<file path="src/rtl/timer_pkg.sv">
// Shared types and defaults for the interval timer controller and its counter datapath.
package timer_pkg;

  typedef enum logic [1:0] {
    IDLE,
    RUN,
    DONE
  } timer_state_t;

  localparam int TIMER_WIDTH_DEFAULT = 4;

endpackage

</file>
<file path="src/rtl/counter_core.sv">
// WIDTH-bit synchronous up-counter; clr has priority over en.
module counter_core
  import timer_pkg::*;
#(
  parameter int unsigned WIDTH = TIMER_WIDTH_DEFAULT
) (
  input  logic             clk,
  input  logic             reset,
  input  logic             clr,
  input  logic             en,
  output logic [WIDTH-1:0] q
);

  always_ff @(posedge clk or posedge reset) begin
    if (reset) begin
      q <= '0;
    end else if (clr) begin
      q <= '0;
    end else if (en) begin
      q <= q + WIDTH'(1);
    end
  end

endmodule

</file>
<file path="src/rtl/interval_timer_ctrl.sv">
// Interval timer controller: sequences counter_core through one-shot or periodic runs
// up to a captured terminal value.
module interval_timer_ctrl
  import timer_pkg::*;
#(
  parameter int unsigned WIDTH = TIMER_WIDTH_DEFAULT
) (
  input  logic             clk,
  input  logic             reset,
  input  logic             start,
  input  logic             stop,
  input  logic             periodic,
  input  logic [WIDTH-1:0] limit,
  output logic [WIDTH-1:0] count,
  output logic             busy,
  output logic             tick,
  output logic             done
);

  timer_state_t     state;
  timer_state_t     state_next;
  logic [WIDTH-1:0] limit_q;
  logic             periodic_q;
  logic             term_c;
  logic             clr_c;
  logic             en_c;
  logic             capture_c;

  counter_core #(
    .WIDTH (WIDTH)
  ) u_counter_core (
    .clk   (clk),
    .reset (reset),
    .clr   (clr_c),
    .en    (en_c),
    .q     (count)
  );

  // Terminal decode uses registered count and limit only, so tick cannot glitch on inputs.
  always_comb begin
    term_c = (count == limit_q);
    tick   = (state == RUN) && term_c;
  end

  // State register.
  always_ff @(posedge clk or posedge reset) begin
    if (reset) begin
      state <= IDLE;
    end else begin
      state <= state_next;
    end
  end

  // Next-state and counter control; stop outranks both start and terminal.
  always_comb begin
    state_next = state;
    clr_c      = 1'b0;
    en_c       = 1'b0;
    capture_c  = 1'b0;
    unique case (state)
      IDLE: begin
        clr_c = 1'b1;
        if (start && !stop) begin
          capture_c  = 1'b1;
          state_next = RUN;
        end
      end
      RUN: begin
        if (stop) begin
          clr_c      = 1'b1;
          state_next = IDLE;
        end else if (term_c) begin
          if (periodic_q) begin
            clr_c = 1'b1;
          end else begin
            state_next = DONE;
          end
        end else begin
          en_c = 1'b1;
        end
      end
      DONE: begin
        clr_c      = 1'b1;
        state_next = IDLE;
      end
      default: begin
        clr_c      = 1'b1;
        state_next = IDLE;
      end
    endcase
  end

  // Run parameters are frozen at the accepting edge and ignored afterwards.
  always_ff @(posedge clk or posedge reset) begin
    if (reset) begin
      limit_q    <= '0;
      periodic_q <= 1'b0;
    end else if (capture_c) begin
      limit_q    <= limit;
      periodic_q <= periodic;
    end
  end

  // busy/done track the state they describe, registered from the next state.
  always_ff @(posedge clk or posedge reset) begin
    if (reset) begin
      busy <= 1'b0;
      done <= 1'b0;
    end else begin
      busy <= (state_next == RUN);
      done <= (state_next == DONE);
    end
  end

endmodule

</file>
<file path="config.mk">
export PLATFORM = sky130hd
export DESIGN_NAME = interval_timer_ctrl
export DESIGN_NICKNAME = d
export VERILOG_FILES = /design/src/rtl/timer_pkg.sv /design/src/rtl/counter_core.sv /design/src/rtl/interval_timer_ctrl.sv
export SDC_FILE = /design/constraint.sdc
export NUM_CORES = 1
export LEC_CHECK = 0
export BUFFER_PORTS_ARGS = -buffer_cell sky130_fd_sc_hd__clkbuf_2
export CAP_MARGIN = 20
export CELL_PAD_IN_SITES_DETAIL_PLACEMENT = 0
export CELL_PAD_IN_SITES_GLOBAL_PLACEMENT = 1
export CORE_MARGIN = 10
export CORE_UTILIZATION = 25
export DETAILED_ROUTE_END_ITERATION = 10
export HOLD_SLACK_MARGIN = 0.15
export PLACE_DENSITY = 0.57
export SLEW_MARGIN = 20
export SYNTH_ARGS = -nofsm -noshare
export SYNTH_HDL_FRONTEND = slang
export SYNTH_HIERARCHICAL = 1
export SYNTH_SLANG_ARGS = --single-unit
</file>
<file path="constraint.sdc">
create_clock -name clk -period 2.08 [get_ports clk]
set_input_delay 0.104 -clock clk [delete_from_list [all_inputs] [get_ports clk]]
set_output_delay 0.104 -clock clk [all_outputs]
set_load 0.02 [all_outputs]
</file>
After elaboration in Yosys (flattened, before gate mapping):

Index checks and enable logic that the tools add are counted.

* register bits: 13
* input bits: 9
* output and inout port bits: 7
* word-level logic and storage cells: 32

* add/sub/neg operators: 1
* reduce and logical (&&, ||, !) cells: 5
* multiplexer cells: 16
* equality and inequality tests: 4

Operator list (number)
* 1-bit 2-to-1 mux: 9
* 2-bit 2-to-1 mux: 4
* 4-bit 2-to-1 mux: 2
* 4-bit by 1-bit adder with 4-bit output, second input constant: 1
* 2-bit by 1-bit equality test with 1-bit output, second input constant: 2
* 4-bit equality test: 1
* 2-bit case mux with 2 select lines: 1
* 2-bit equality test, second input constant: 1
* 1-bit logical AND: 2
* 2-bit logical NOT: 1
* 2-bit nonzero test: 1
* 1-bit logical NOT: 1

Longest topological paths before layout:

* depth after elaboration: 6
* gate-level depth with buffers: 5
* depth with buffers taken out: 5

Cells and area by module:

The synthesis kept the hierarchy.

By module, submodules not included
* interval_timer_ctrl: area each 419.2 um^2, sequential area each 225.2 um^2, cells each 32, times used 1
* counter_core: area each 196.4 um^2, sequential area each 100.1 um^2, cells each 17, times used 1

Worst setup path after synthesis:

No wires, ideal clock.

* kind: register -> register
* start: register u_counter_core.q[0]
* end: register u_counter_core.q[3]
* required time: 1955 ps
* library setup time: 125 ps
* arrival time: 1574 ps
* period minus slack after synthesis: 1699 ps
* setup slack: 381 ps
* path buffers: 0
* stages on the path, launching flop included: 6
* cells stage by stage: dfrtp_1 > xnor2_1 > nand4_1 > o21ai_0 > nor2b_1 > mux2_4

* cells in the longest elaborated chain, start to end: 5
* elaborated cells on any way between the ends: 11
* those cells by class: add/sub (1); eq/ne (1); mux (8); reduce/logical (1)

RTL lines
* start, declared: line counter_core.sv:11 `output logic [WIDTH-1:0] q`
* start signal, assigned: line counter_core.sv:20 `q <= q + WIDTH'(1);`
* 4-bit equality test *: line interval_timer_ctrl.sv:41 `term_c = (count == limit_q);`
* 1-bit 2-to-1 mux *: line interval_timer_ctrl.sv:72 `end else if (term_c) begin`
* 1-bit 2-to-1 mux *: line interval_timer_ctrl.sv:69 `if (stop) begin`
* 1-bit 2-to-1 mux *: line interval_timer_ctrl.sv:60 `unique case (state)`
* net clr_c: line interval_timer_ctrl.sv:25 `logic clr_c;`
* 4-bit 2-to-1 mux or 2-bit nonzero test (tied branches)

The timed path passes the listed nets; every way through them passes the cells marked *. The select of a mux whose other input is x is not followed.
A chain may end at the register's enable or synchronous reset.

Worst setup path in the final report:

* start: register state[1]
* end: register u_counter_core.q[3]

* cells in the longest elaborated chain, start to end: 3
* elaborated cells on any way between the ends: 5
* those cells by class: eq/ne (1); mux (3); reduce/logical (1)

RTL lines
* start, declared: line interval_timer_ctrl.sv:20 `timer_state_t state;`
* start signal, assigned: line interval_timer_ctrl.sv:50 `state <= state_next;`
* 2-bit by 1-bit equality test with 1-bit output: line interval_timer_ctrl.sv:60
* 1-bit 2-to-1 mux: line interval_timer_ctrl.sv:60
* net en_c: line interval_timer_ctrl.sv:26 `logic en_c;`
* 2-bit nonzero test (no source line)

The timed path passes the listed nets, and every way through them passes these cells.

==> qor.txt <==
Clock Tree Buf Depth: 2
P&R area growth vs syn: 33.3%
final hold slack: 0.196 ns
Hold Fails Final Rpt: 0
data arrival time of the critical path: 1.86 ns
Starting Density: 27.0%
H-tree depth: 1
Detailed Route Iter0 Violations: 21
WL final: 1.23 mm
P per Cell Area: 741 nW/um2
antenna violations before repair: 0
average wire per standard cell: 12.0 um
row count: 17
Ys Warns: 6
largest net degree at the start of global routing: 10
critical path fanouts, max: 5
Pre-antenna DRT Iters: 2
Slew @ Worst Pin: 0.553 ns
post-synth net total: 59
VDD IR max: 0.000344 V
count of input and output buffers: 15
hold crit path type: input pin to flop
clock share of power: 26.3%
Critical Path RT: 2.25 ns
FILL cells: 227
endpoint class of the critical path: flop
Resized cells post-CTS: 0
Final period util: 81.6%
final setup vio count: 0
Syn Inst Count: 49
skew final: 0.00689 ns
fraction of layout cells with a size suffix above 1: 40.0%
Max Slew Vio Count: 0
max_slew headroom: 63.0%
Synth area leader: dfrtp_1
combinational fraction of design power: 21.7%
final worst path period need: 1.70 ns
CP startpoint kind: flop
setup TNS: 0 ns
die width: 69.6 um
area share of the largest cell type after synthesis: 52.8%
Num Clock Sinks: 13
Seq/Total Area, Yosys: 52.8%
WP buf/inv: 0
Multi-input gate area: 279 um2
Antenna Nets Post-Route: 0
Hold Buf Count CTS: 6
RePlAce Congestion: 0.658
diodes inserted: 0
CP Cell Sequence: nor3b_1 -> and2_1 -> nand4_1 -> mux2_4
grt ovf: 0
P_int: 0.434 mW
TritonCTS clock tree: built
hpwl dp: 987 um
Via density: 4.43
Worst R2R End: u_counter_core/q[3]
Final Power: 0.608 mW
RSZ-0062 raised after global routing: false
Critical Path Sink: u_counter_core/q[3]
CP startpoint: state[1]
crit path max-delay cell type: dfrtp_1
vias in the first global route: 503
Die H: 69.6 um
slowest stage delay, CP: 0.43 ns
status: complete, no violations
Max Fclk: 0.589 GHz
syn_area_per_cell: 12.6 um2
static leakage: 0.379 nW
Reg2Reg Setup Slack: 0.38 ns
vias: 456
core area: 2280 um2
Synth area leaders: dfrtp_1, mux2_2, xnor2_1
Clock Root Buffer: clkbuf_4
CP Depth: 4
Yosys cell types: 20
DRC: 0
clock-pin slew on the worst setup and hold paths: 0.09 ns
Reg power frac: 52.0%
Synth Register Bits: 13
Max-cap violations: 0
Net Switching: 0.174 mW
clock latency on the worst-skew pair: 0.28 ns
Reg2Reg Launch Point: state[1]
total CTS buffers: 3
Sw Share: 28.6%
Global Route Usage Sum: 5.60%
cell area after synthesis: 616 um2
post-CTS setup buffers: 0
critical path class: flop to flop
CP delay by family, top: simple AND/OR/NAND/NOR gates
io pins: 16
cell count of the worst reg-to-reg path: 4
first-pass GRT wire length: 2.21 mm
die area: 4850 um2
register area: 325 um2
final net count: 86
==> per-stage QoR <==
stage / cells / utilization [%] / setup slack (ns) / cell area (um2)
after global routing: 103 / 36.1 / 0.217 / 821
after global placement: 93 / 32.2 / 0.329 / 733
after CTS: 103 / 36.1 / 0.366 / 821
after detailed placement: 93 / 32.2 / 0.394 / 733
final: 103 / 36.1 / 0.383 / 821
after floorplan: 49 / - / 0.381 / 616
==> state kept, by name, summed over array words and instances, names as in the netlist <==
register / count
busy: 1
done: 1
u_counter_core/q: 4
limit_q: 4
state: 2
periodic_q: 1
==> synth_stat cells <==
library cell,number
dfrtp_1,13
xnor2_1,5
mux2_2,4
nor3b_1,4
inv_1,3
nor2_1,3
nand4_1,2
o21ai_0,2
o31a_2,2
a21bo_2,1
a21oi_1,1
and2_1,1
ha_1,1
mux2_4,1
mux2i_1,1
nand2_1,1
nand3b_1,1
nor2b_1,1
nor4b_4,1
or2_2,1
==> cell type report <==
type | instances | area share (%)
multi-input combinational | 33 | 34.0
sequential | 13 | 39.6
timing repair buffer | 22 | 17.4
inverter | 3 | 1.37
clock buffer | 3 | 2.74
clock inverter | 1 | 0.610
tap | 28 | 4.27
==> logic make-up after synthesis <==
kind of cell             synth area share (%)
AND/OR/NAND/NOR                          17.5
flip-flops                               52.8
AO/OA/AOI/OAI                            7.32
multiplexers                             11.4
XOR/XNOR                                 7.11
buffers and inverters                    1.83
adder cells (fa/ha/maj)                  2.03
==> tightest hold or removal path: cells and delay by family <==
kind	cells	cell delay, ns
compound gates	1	0.14
simple gates	1	0.08
buf+inv	1	0.11
==> worst min-delay path by stage <==
stage | from | endpoint | slack, ns | cells past startpoint
floorplan | reset | u_counter_core/q[0] | -0.13 | 1
global placement | reset | u_counter_core/q[3] | -0.009 | 2
detailed placement | reset | u_counter_core/q[3] | -0.01 | 2
CTS | stop | state[1] | 0.19 | 3
global route | stop | state[1] | 0.20 | 3
finish | stop | periodic_q | 0.20 | 3
==> power by group through the flow <==
stage | Combinational, mW | Clock [mW] | Sequential, mW
global placement | 0.129 | 0 | 0.322
floorplan | 0.0886 | 0 | 0.322
CTS | 0.135 | 0.169 | 0.317
finish | 0.132 | 0.160 | 0.316
detailed placement | 0.126 | 0 | 0.322
global route | 0.147 | 0.178 | 0.320
==> placed cells by master (no fill, tap or decap) <==
cell | Yosys | layout
xnor2_1 | 5 | 5
o31a_2 | 2 | 2
mux2_4 | 1 | 1
dlygate4sd3_1 | 0 | 6
nor3b_1 | 4 | 4
clkbuf_2 | 0 | 15
o21ai_0 | 2 | 2
or2_2 | 1 | 1
nor2b_1 | 1 | 1
a21oi_1 | 1 | 1
and2_1 | 1 | 1
nor2_1 | 3 | 3
nand4_1 | 2 | 2
dfrtp_1 | 13 | 13
a21bo_2 | 1 | 1
clkinv_2 | 0 | 1
buf_4 | 0 | 1
nand2_1 | 1 | 1
mux2i_1 | 1 | 1
nor4b_4 | 1 | 1
nand3b_1 | 1 | 1
clkbuf_4 | 0 | 3
inv_1 | 3 | 3
ha_1 | 1 | 1
mux2_2 | 4 | 4
==> routing by layer <==
layer,share of wire (%),GRT usage [%],vias to the layer above,routed length [um]
li1,-,-,222,-
met1,46,5.96,220,566
met2,45,8.47,10,558
met3,6.0,2.28,4,74
met4,2.5,4.57,0,31
met5,0,0,-,0
(Power assumes the default switching activity.)
